===== src/rtl/video_palette_out_if.sv =====
// video_palette_out_if: byte stream carrying two 4-bit pixels per byte; master drives data/valid, slave returns ready
interface video_palette_out_if;
  logic [7:0] byte_data;
  logic       byte_valid;
  logic       byte_ready;
  modport master (output byte_data, output byte_valid, input byte_ready);
  modport slave (input byte_data, input byte_valid, output byte_ready);
endinterface


===== src/rtl/video_palette_out.sv =====
// video_palette_out: nibble shifter + palette lookup + RRRGGGBB->RGB888 expansion with aligned syncs
// Ports: clk, reset_n (sync, active low), pix_ce/active/hsync_in/vsync_in from timing,
// bs (byte stream slave), pal_addr/pal_data to the palette RAM, red/green/blue/hsync_out/vsync_out/de_out
// to the encoder, underrun pulse. Define VIDEO_UNDERRUN_COUNT_EN to add a saturating underrun_count port.
module video_palette_out #(
  parameter logic [3:0] UNDERRUN_INDEX = 4'h0
) (
  input  logic       clk,
  input  logic       reset_n,
  input  logic       pix_ce,
  input  logic       active,
  input  logic       hsync_in,
  input  logic       vsync_in,
  video_palette_out_if.slave bs,
  output logic [3:0] pal_addr,
  input  logic [7:0] pal_data,
  output logic [7:0] red,
  output logic [7:0] green,
  output logic [7:0] blue,
  output logic       hsync_out,
  output logic       vsync_out,
  output logic       de_out,
  output logic       underrun
`ifdef VIDEO_UNDERRUN_COUNT_EN
  ,
  output logic [15:0] underrun_count
`endif
);
  typedef enum logic [1:0] {EMPTY, HI, LO} state_t;
  state_t state;
  logic       buf_valid;
  logic [7:0] buf_data;
  logic [3:0] lo_nib;
  logic       de1, hs1, vs1;
  logic       xfer, load, starve;
  logic [3:0] pix;
  assign bs.byte_ready = reset_n && !buf_valid;
  assign xfer   = bs.byte_valid && bs.byte_ready;
  assign load   = active && state != HI && buf_valid;
  assign starve = active && state != HI && !buf_valid;
  assign pix    = state == HI ? lo_nib : buf_valid ? buf_data[7:4] : UNDERRUN_INDEX;
  always_ff @(posedge clk) begin
    if (!reset_n) begin
      state     <= EMPTY;
      buf_valid <= 1'b0;
      buf_data  <= 8'h00;
      lo_nib    <= 4'h0;
      pal_addr  <= 4'h0;
      de1       <= 1'b0;
      hs1       <= 1'b0;
      vs1       <= 1'b0;
      red       <= 8'h00;
      green     <= 8'h00;
      blue      <= 8'h00;
      de_out    <= 1'b0;
      hsync_out <= 1'b0;
      vsync_out <= 1'b0;
      underrun  <= 1'b0;
    end else begin
      underrun <= pix_ce && starve;
      // vsync resync wins over a same-clk transfer, which is dropped
      if (pix_ce && (vsync_in || load)) buf_valid <= 1'b0;
      else if (xfer) begin
        buf_valid <= 1'b1;
        buf_data  <= bs.byte_data;
      end
      if (pix_ce) begin
        state <= !active ? EMPTY : state == HI ? LO : buf_valid ? HI : EMPTY;
        if (load) lo_nib <= buf_data[3:0];
        if (active) pal_addr <= pix;
        de1       <= active;
        hs1       <= hsync_in;
        vs1       <= vsync_in;
        // pal_data has had at least one idle clk to settle since pal_addr moved
        red       <= de1 ? {pal_data[7:5], pal_data[7:5], pal_data[7:6]} : 8'h00;
        green     <= de1 ? {pal_data[4:2], pal_data[4:2], pal_data[4:3]} : 8'h00;
        blue      <= de1 ? {4{pal_data[1:0]}} : 8'h00;
        de_out    <= de1;
        hsync_out <= hs1;
        vsync_out <= vs1;
      end
    end
  end
`ifdef VIDEO_UNDERRUN_COUNT_EN
  always_ff @(posedge clk) begin
    if (!reset_n) underrun_count <= 16'h0000;
    else if (pix_ce && starve && underrun_count != 16'hFFFF) underrun_count <= underrun_count + 16'h0001;
  end
`endif
endmodule


===== src/flat_wrapper.sv =====
// flat-port wrapper written by rule: the top's interface ports become plain ports
module video_palette_out_flat 
#(
  parameter logic [3:0] UNDERRUN_INDEX = 4'h0
)
  (clk, reset_n, pix_ce, active, hsync_in, vsync_in, pal_addr, pal_data, red, green, blue, hsync_out, vsync_out, de_out, underrun, bs_byte_data, bs_byte_valid, bs_byte_ready);
  video_palette_out_if bs_i ();
  input  logic clk;
  input  logic reset_n;
  input  logic pix_ce;
  input  logic active;
  input  logic hsync_in;
  input  logic vsync_in;
  output logic [3:0] pal_addr;
  input  logic [7:0] pal_data;
  output logic [7:0] red;
  output logic [7:0] green;
  output logic [7:0] blue;
  output logic hsync_out;
  output logic vsync_out;
  output logic de_out;
  output logic underrun;
  input wire logic [$bits(bs_i.byte_data)-1:0] bs_byte_data;
  input wire logic [$bits(bs_i.byte_valid)-1:0] bs_byte_valid;
  output wire logic [$bits(bs_i.byte_ready)-1:0] bs_byte_ready;
  assign bs_i.byte_data = bs_byte_data;
  assign bs_i.byte_valid = bs_byte_valid;
  assign bs_byte_ready = bs_i.byte_ready;
  video_palette_out #(.UNDERRUN_INDEX(UNDERRUN_INDEX)) u_core (.clk(clk), .reset_n(reset_n), .pix_ce(pix_ce), .active(active), .hsync_in(hsync_in), .vsync_in(vsync_in), .bs(bs_i), .pal_addr(pal_addr), .pal_data(pal_data), .red(red), .green(green), .blue(blue), .hsync_out(hsync_out), .vsync_out(vsync_out), .de_out(de_out), .underrun(underrun));
endmodule

===== config.mk =====
export PLATFORM = sky130hd
export DESIGN_NAME = video_palette_out_flat
export DESIGN_NICKNAME = d
export VERILOG_FILES = /design/src/rtl/video_palette_out_if.sv /design/src/rtl/video_palette_out.sv /design/src/flat_wrapper.sv
export SDC_FILE = /design/constraint.sdc
export NUM_CORES = 1
export LEC_CHECK = 0
export BUFFER_PORTS_ARGS = -buffer_cell sky130_fd_sc_hd__buf_2
export CORE_UTILIZATION = 52
export DETAILED_ROUTE_END_ITERATION = 6
export PLACE_DENSITY = 0.84
export SYNTH_ARGS = -nofsm -noshare
export SYNTH_HDL_FRONTEND = slang
export SYNTH_SLANG_ARGS = --single-unit

===== constraint.sdc =====
create_clock -name clk -period 2.8 [get_ports clk]
set_input_delay 0.42 -clock clk [delete_from_list [all_inputs] [get_ports clk]]
set_output_delay 0.42 -clock clk [all_outputs]
set_load 0.005 [all_outputs]

==> results of run 1 <==
## flip-flops by register name (all words and copies together) (netlist names)
name,count
u_core.green,3
u_core.vs1,1
u_core.underrun,1
u_core.lo_nib,4
u_core.buf_valid,1
u_core.pal_addr,4
u_core.hs1,1
u_core.blue,2
u_core.de_out,1
u_core.de1,1
u_core.vsync_out,1
u_core.buf_data,8
u_core.hsync_out,1
u_core.red,3
u_core.state,2
## worst register-to-register path, cell delays in order (launching register included)
cell	delay, ns
sky130_fd_sc_hd__dfxtp_1	0.55
sky130_fd_sc_hd__nand4_2	0.31
sky130_fd_sc_hd__o2111a_1	0.24
## metrics by stage
step / util (%) / setup slack (ns) / area, um^2 / hold WS (ns) / cells
floorplan: - / 1.60 / 1500 / 0.440 / 156
global placement: 59.6 / 1.31 / 1630 / 0.446 / 217
detailed placement: 59.6 / 1.27 / 1630 / 0.459 / 217
CTS: 62.5 / 1.20 / 1710 / 0.307 / 225
global route: 62.5 / 1.11 / 1710 / 0.305 / 225
finish: 62.5 / 1.20 / 1710 / 0.308 / 225
## cell families (layout without fill, tap and decap cells)
logic type | count (synthesis) | count (layout) | share of synthesized area (%)
AO/OA/AOI/OAI | 27 | 27 | 13.7
flip-flops | 34 | 34 | 45.3
AND/OR/NAND/NOR | 61 | 61 | 22.8
buffers and inverters | 26 | 64 | 12.8
multiplexers | 8 | 8 | 5.33
## final cells by class
type                            instances  area, um^2  area share, %
Sequential cell                        34         681           39.8
Multi-Input combinational cell         96         628           36.7
Timing Repair Buffer                   56         283           16.5
Clock buffer                            8        78.8           4.61
Tap cell                               31        38.8           2.27
## cell usage in the layout, fill, tap and decap left out
cell type                  netlist  final
sky130_fd_sc_hd__a21boi_0        4      4
sky130_fd_sc_hd__a21boi_2        1      1
sky130_fd_sc_hd__a21oi_1         8      8
sky130_fd_sc_hd__and2_1          1      1
sky130_fd_sc_hd__and2_4          1      1
sky130_fd_sc_hd__buf_2           1     55
sky130_fd_sc_hd__buf_4          19      1
sky130_fd_sc_hd__clkbuf_4        0      5
sky130_fd_sc_hd__clkbuf_8        0      3
sky130_fd_sc_hd__dfxtp_1        34     34
sky130_fd_sc_hd__mux2i_1         8      8
sky130_fd_sc_hd__nand2_1        17     17
sky130_fd_sc_hd__nand2b_1        4      4
sky130_fd_sc_hd__nand3_1        13     13
sky130_fd_sc_hd__nand4_2         1      1
sky130_fd_sc_hd__nand4b_1        1      1
sky130_fd_sc_hd__nor2b_1        21     21
sky130_fd_sc_hd__nor2b_4         1      1
sky130_fd_sc_hd__nor3b_1         1      1
sky130_fd_sc_hd__o2111a_1        1      1
sky130_fd_sc_hd__o21a_1          1      1
sky130_fd_sc_hd__o21ai_2         8      8
sky130_fd_sc_hd__o221ai_1        4      4
## path summary, 6_finish.rpt
path                            startpoint                              end  slack [ns]
max reg2reg  u_core.buf_valid$_SDFFE_PP0P_    u_core.buf_valid$_SDFFE_PP0P_        1.60
min                        bs_byte_data[1]  u_core.buf_data[1]$_SDFFE_PN0P_        0.31
max          u_core.buf_valid$_SDFFE_PP0P_                    bs_byte_ready        1.20
min reg2reg  u_core.lo_nib[3]$_SDFFE_PN0P_    u_core.lo_nib[3]$_SDFFE_PN0P_        0.48
## routing by layer
layer	vias to the layer above	part of all wire (%)	GRT usage [%]
li1	583	-	-
met1	531	44	21.7
met2	47	48	30.8
met3	6	6.6	7.44
met4	0	1.5	6.43
met5	-	0	0
## power by group through the flow
stage               sequential, W  combinational, W  clock, W
floorplan                0.000518         0.0000678         0
global placement         0.000521         0.0000841         0
detailed placement       0.000522         0.0000869         0
CTS                      0.000511         0.0000874  0.000329
global route             0.000513         0.0000965  0.000354
finish                   0.000511         0.0000865  0.000327
==> impl_metrics.ini, run 1 <==
[outcome]
run_status = complete, no violations

[cts]
ctsResizeCount = 0
cts_made_buffers = 5
post-cts-setup-buffer-count = 0
clk_latency_ns = 0.33
clock_tree.htree_level_count = 2
numClockSinks = 34
cts_tree = yes
cts_hold_repair.buffers = 0
clkSlewWorstSetupHoldPaths_ns = 0.10
cts_buffer_depth = 2
cts_root_buffer = sky130_fd_sc_hd__clkbuf_4

[logic_synthesis]
synth_area_leaders = sky130_fd_sc_hd__dfxtp_1, sky130_fd_sc_hd__buf_4, sky130_fd_sc_hd__nor2b_1
postSynthAreaPerCell_um2 = 9.62
synthDominantCellAreaShare_pct = 45.3
syn_nets = 179
yosysSeqAreaShare_pct = 45.3
async_reset_ff_share_pct = 0
synthDominantAreaCellType = sky130_fd_sc_hd__dfxtp_1
synth_area_um2 = 1500
synth_enable_flop_cells = 0
post_synth_inst_count = 156
ys.flop_type = sky130_fd_sc_hd__dfxtp_1
synth_most_common_cell = sky130_fd_sc_hd__dfxtp_1
ys_top_cells_by_count = sky130_fd_sc_hd__dfxtp_1, sky130_fd_sc_hd__nor2b_1, sky130_fd_sc_hd__buf_4, sky130_fd_sc_hd__nand2_1, sky130_fd_sc_hd__nand3_1
synth_cell_type_count = 23
number_of_synthesized_register_bits = 34
synth-warning-count = 0

[placement]
io_buf_count = 55
post-dp-hpwl_um = 1990
gpl.final_weighted_congestion = 0.777

[global_routing]
antenna_found_initial = 0
grt_first_pass_wirelength_um = 4460
grt_pass1_vias = 1019
globalRoute.totalOverflow = 0
grt.total_usage_pct = 18.6
grt_start_max_net_pins = 36

[timing]
slew_headroom_pct = 68.5
tightest_pin_transition_ns = 0.468
setup_viol = 0
final_count_of_hold_timing_violations = 0
grt_setup_unrepaired = no
timing.setup.tns_ns = 0
finalCritPeriodShare_pct = 57.2
fin_skew_ns = 0.00538
maxClockFrequency_mhz = 624
layout_min_cycle_time_ns = 1.60
timing_max_transition_violations_final = 0

[pwr]
combPwrFrac_pct = 9.4
vdd.ir_drop.worst_uv = 426
power_switching_w = 0.000211
total_power_w = 0.000924
power_frac_clock_pct = 35.4
cellInternalPower_w = 0.000713
power.density_nw_per_um2 = 541
power_leakage_nw = 0.798
netSwitchingFraction_pct = 22.8
share_seq_of_total_power_pct = 55.3

[finish]
final_layout_size_suffix_gt1_share_pct = 39.2
num_antenna_cells = 0
fill_cells = 231
area_growth_syn_to_layout_pct = 13.8
layout_net_count = 216

[worst_setup_path]
cp_top_family = flip-flops
crit_path_max_fanout = 10
worst_r2r_path_depth = 2
cp_cell_sequence = nor2b_4 -> buf_2
required_ns = 2.38
worstSetupEndpointType = output port
worstSetupPathDepth = 2
timing.critical_path.arrival_ns = 1.18
critical_path_buffers_and_inverters = 1
cpPeakStageDelay_ns = 0.43
worst_setup_path_start_kind = flop
critPathSlowestCell = sky130_fd_sc_hd__dfxtp_1
timing.setup.critical_path_class = reg2out

[drt]
drtPass1Iterations = 4
vias_per_cell = 5.19
wl_per_cell_um = 12.2
route.vias.total = 1167
remaining_drc_errors = 0
drt-total-wl_um = 2750
drt_iter0_markers = 36
postRouteAntennaNets = 0

[floorplan]
boundary_pins = 56
placeableCoreArea_um2 = 2730
initial_utilization_pct = 54.9
dieArea_um2 = 3110
die_width_um = 55.7
die_h_um = 55.7
row_count = 19

[min_path]
timing.hold.worst.class = in2reg
whs_path_depth = 3

[job]
maxCapViolations = 0
Power figures use the tool's default switching activity.
==> run 2, diff against run 1 <==
Settings changed: ABC_AREA set to 1, CORE_UTILIZATION 52 to 48, PLACE_DENSITY 0.84 to 0.78.
Clock period 2.8 ns to 1.5 ns, I/O delays scaled along.
==> impl_metrics.ini, run 2 <==
[logic_synthesis]
synth-warning-count = 0
synth_area_um2 = 1520
synthDominantCellAreaShare_pct = 44.9
number_of_synthesized_register_bits = 34
ys_top_cells_by_count = sky130_fd_sc_hd__nand2_1, sky130_fd_sc_hd__dfxtp_1, sky130_fd_sc_hd__inv_1, sky130_fd_sc_hd__a21oi_1, sky130_fd_sc_hd__buf_4
ys.flop_type = sky130_fd_sc_hd__dfxtp_1
async_reset_ff_share_pct = 0
synth_area_leaders = sky130_fd_sc_hd__dfxtp_1, sky130_fd_sc_hd__nand2_1, sky130_fd_sc_hd__buf_4
synth_enable_flop_cells = 0
postSynthAreaPerCell_um2 = 7.40
synthDominantAreaCellType = sky130_fd_sc_hd__dfxtp_1
synth_most_common_cell = sky130_fd_sc_hd__nand2_1
yosysSeqAreaShare_pct = 44.9
syn_nets = 228
synth_cell_type_count = 22
post_synth_inst_count = 205

[global_routing]
grt_first_pass_wirelength_um = 4840
grt_pass1_vias = 1133
grt.total_usage_pct = 19.1
grt_start_max_net_pins = 20
globalRoute.totalOverflow = 0
antenna_found_initial = 0

[timing]
finalCritPeriodShare_pct = 92.3
timing.setup.tns_ns = 0
maxClockFrequency_mhz = 722
tightest_pin_transition_ns = 0.447
worst_hold_slack_after_final_layout_ns = 0.123
setup_viol = 0
slew_headroom_pct = 70.0
grt_setup_unrepaired = no
fin_skew_ns = 0.00956
layout_min_cycle_time_ns = 1.38
final_count_of_hold_timing_violations = 0
timing_max_transition_violations_final = 0

[cts]
cts_made_buffers = 5
clock_tree.htree_level_count = 2
cts_buffer_depth = 2
cts_tree = yes
clkSlewWorstSetupHoldPaths_ns = 0.10
post-cts-setup-buffer-count = 0
cts_root_buffer = sky130_fd_sc_hd__clkbuf_4
numClockSinks = 34
clk_latency_ns = 0.33
ctsResizeCount = 0
cts_hold_repair.buffers = 0

[drt]
drt_iter0_markers = 47
met1_length_um = 1320
postRouteAntennaNets = 0
route.vias.total = 1340
sum_of_met2_wire_segment_lengths_after_detailed_routing_um = 1350
remaining_drc_errors = 0
wl_per_cell_um = 9.94
drt-total-wl_um = 2880
drtPass1Iterations = 4
vias_per_cell = 4.62
top_layer_used = met4
wl_met3_um = 194

[worst_setup_path]
worstSetupPathDepth = 4
critPathSlowestCell = sky130_fd_sc_hd__dfxtp_1
worst_setup_path_start_kind = flop
critical_path_buffers_and_inverters = 3
cp_top_family = flip-flops
capture_point_of_the_worst_reg_to_reg_path = u_core.buf_data[5]$_SDFFE_PN0P_
crit_path_max_fanout = 6
worst_r2r_path_depth = 7
required_ns = 1.27
cpPeakStageDelay_ns = 0.47
timing.reg2reg.setup_slack_ns = 0.22
r2r_startpoint = u_core.state[1]$_SDFFE_PN0P_
timing.critical_path.arrival_ns = 1.16
timing.setup.critical_path_class = reg2out
worstSetupEndpointType = output port
cp_cell_sequence = inv_2 -> nand2_2 -> inv_1 -> buf_2

[pwr]
power_leakage_nw = 0.878
total_power_w = 0.00162
vdd.ir_drop.worst_uv = 420
power.density_nw_per_um2 = 919

[floorplan]
die_width_um = 58.2
initial_utilization_pct = 50.1
placeableCoreArea_um2 = 3030
dieArea_um2 = 3390
die_h_um = 58.2
row_count = 20
boundary_pins = 56

[placement]
dpl.cell_count = 283
io_buf_count = 55
post-dp-hpwl_um = 2080
gpl.final_weighted_congestion = 0.809

[outcome]
run_status = complete, no violations

[finish]
fill_cells = 296
mostFrequentLayoutCell = sky130_fd_sc_hd__buf_2
num_antenna_cells = 0
largest_registers = u_core.buf_data: 8 flops, u_core.lo_nib: 4 flops, u_core.pal_addr: 4 flops
layout_common_cells = sky130_fd_sc_hd__buf_2, sky130_fd_sc_hd__nand2_1, sky130_fd_sc_hd__dfxtp_1
max_reg_flops = 8
seq_area_um2 = 681
layout_net_count = 269
post_layout_nonfiller_instances = 290
area_growth_syn_to_layout_pct = 15.8
multiInputGateArea_um2 = 538
register_with_the_highest_flop_count = u_core.buf_data
final_layout_size_suffix_gt1_share_pct = 29.3

[min_path]
holdPathEnd = u_core.hs1$_SDFFE_PN0P_
whs_path_depth = 3
timing.hold.worst.class = in2reg
hold_path_startpoint = hsync_in

[job]
maxCapViolations = 0
[run 2: cell types whose count changed after synthesis, sizes merged, moves of 4 or more]
cell / delta
nor2: +15
inv: +32
clkinv: +4
a31oi: +4
nand2b: -4
nand4: +11
nand2: +22
nor2b: -22
a21oi: +10
a21boi: -5
o221ai: -4
mux2i: -8
[run 2: cells by family after synthesis]
group / after synthesis / synth area share [%]
simple gates: 82 / 25.6
buf+inv: 60 / 19.6
flops: 34 / 44.9
compound gates: 29 / 9.90
[run 2: how the worst max path moves through the flow]
stage,startpoint,end,slack (ns)
floorplan,u_core.buf_valid$_SDFFE_PP0P_,u_core.buf_data[3]$_SDFFE_PN0P_,0.41
global placement,pix_ce,u_core.buf_data[1]$_SDFFE_PN0P_,0.27
detailed placement,pix_ce,u_core.buf_data[5]$_SDFFE_PN0P_,0.23
CTS,u_core.buf_valid$_SDFFE_PP0P_,bs_byte_ready,0.10
global route,u_core.buf_valid$_SDFFE_PP0P_,bs_byte_ready,0.03
finish,u_core.buf_valid$_SDFFE_PP0P_,bs_byte_ready,0.12
[run 2: report_power, final]
part | switching, W | leakage [nW] | internal (W)
Sequential | 0.0000249 | 0.277 | 0.000939
Clock | 0.000294 | 0.0308 | 0.000168
Combinational | 0.000111 | 0.570 | 0.0000786
Total | 0.000430 | 0.878 | 0.00119
[run 2: layer usage]
metal / GRT usage (%) / vias up
li1: - / 713
met1: 22.6 / 575
met2: 31.4 / 48
met3: 6.92 / 4
met4: 8.16 / 0
met5: 0 / -
[run 2: final cells by class]
type / instances / area share (%)
inverters: 36 / 7.83
clock buffers: 5 / 2.14
clock inverters: 2 / 0.570
multi-input cells: 111 / 30.6
repair buffers: 58 / 17.0
flip-flops and latches: 34 / 38.7
well taps: 44 / 3.13
[run 2: worst register-to-register path, stage by stage, from the launching register on]
cell,delay (ns)
sky130_fd_sc_hd__dfxtp_1,0.33
sky130_fd_sc_hd__inv_1,0.05
sky130_fd_sc_hd__nand2_1,0.15
sky130_fd_sc_hd__nand3_4,0.24
sky130_fd_sc_hd__nand3_2,0.19
sky130_fd_sc_hd__nand2_1,0.11
sky130_fd_sc_hd__clkinv_1,0.05
sky130_fd_sc_hd__nor2_1,0.10
[run 2: through the flow]
step                cell area, um^2  util [%]  setup WS, ns
finish                         1760      58.0         0.115
global placement               1710      56.4         0.267
CTS                            1760      58.0         0.103
global route                   1760      58.0        0.0287
floorplan                      1520         -         0.414
detailed placement             1710      56.4         0.232
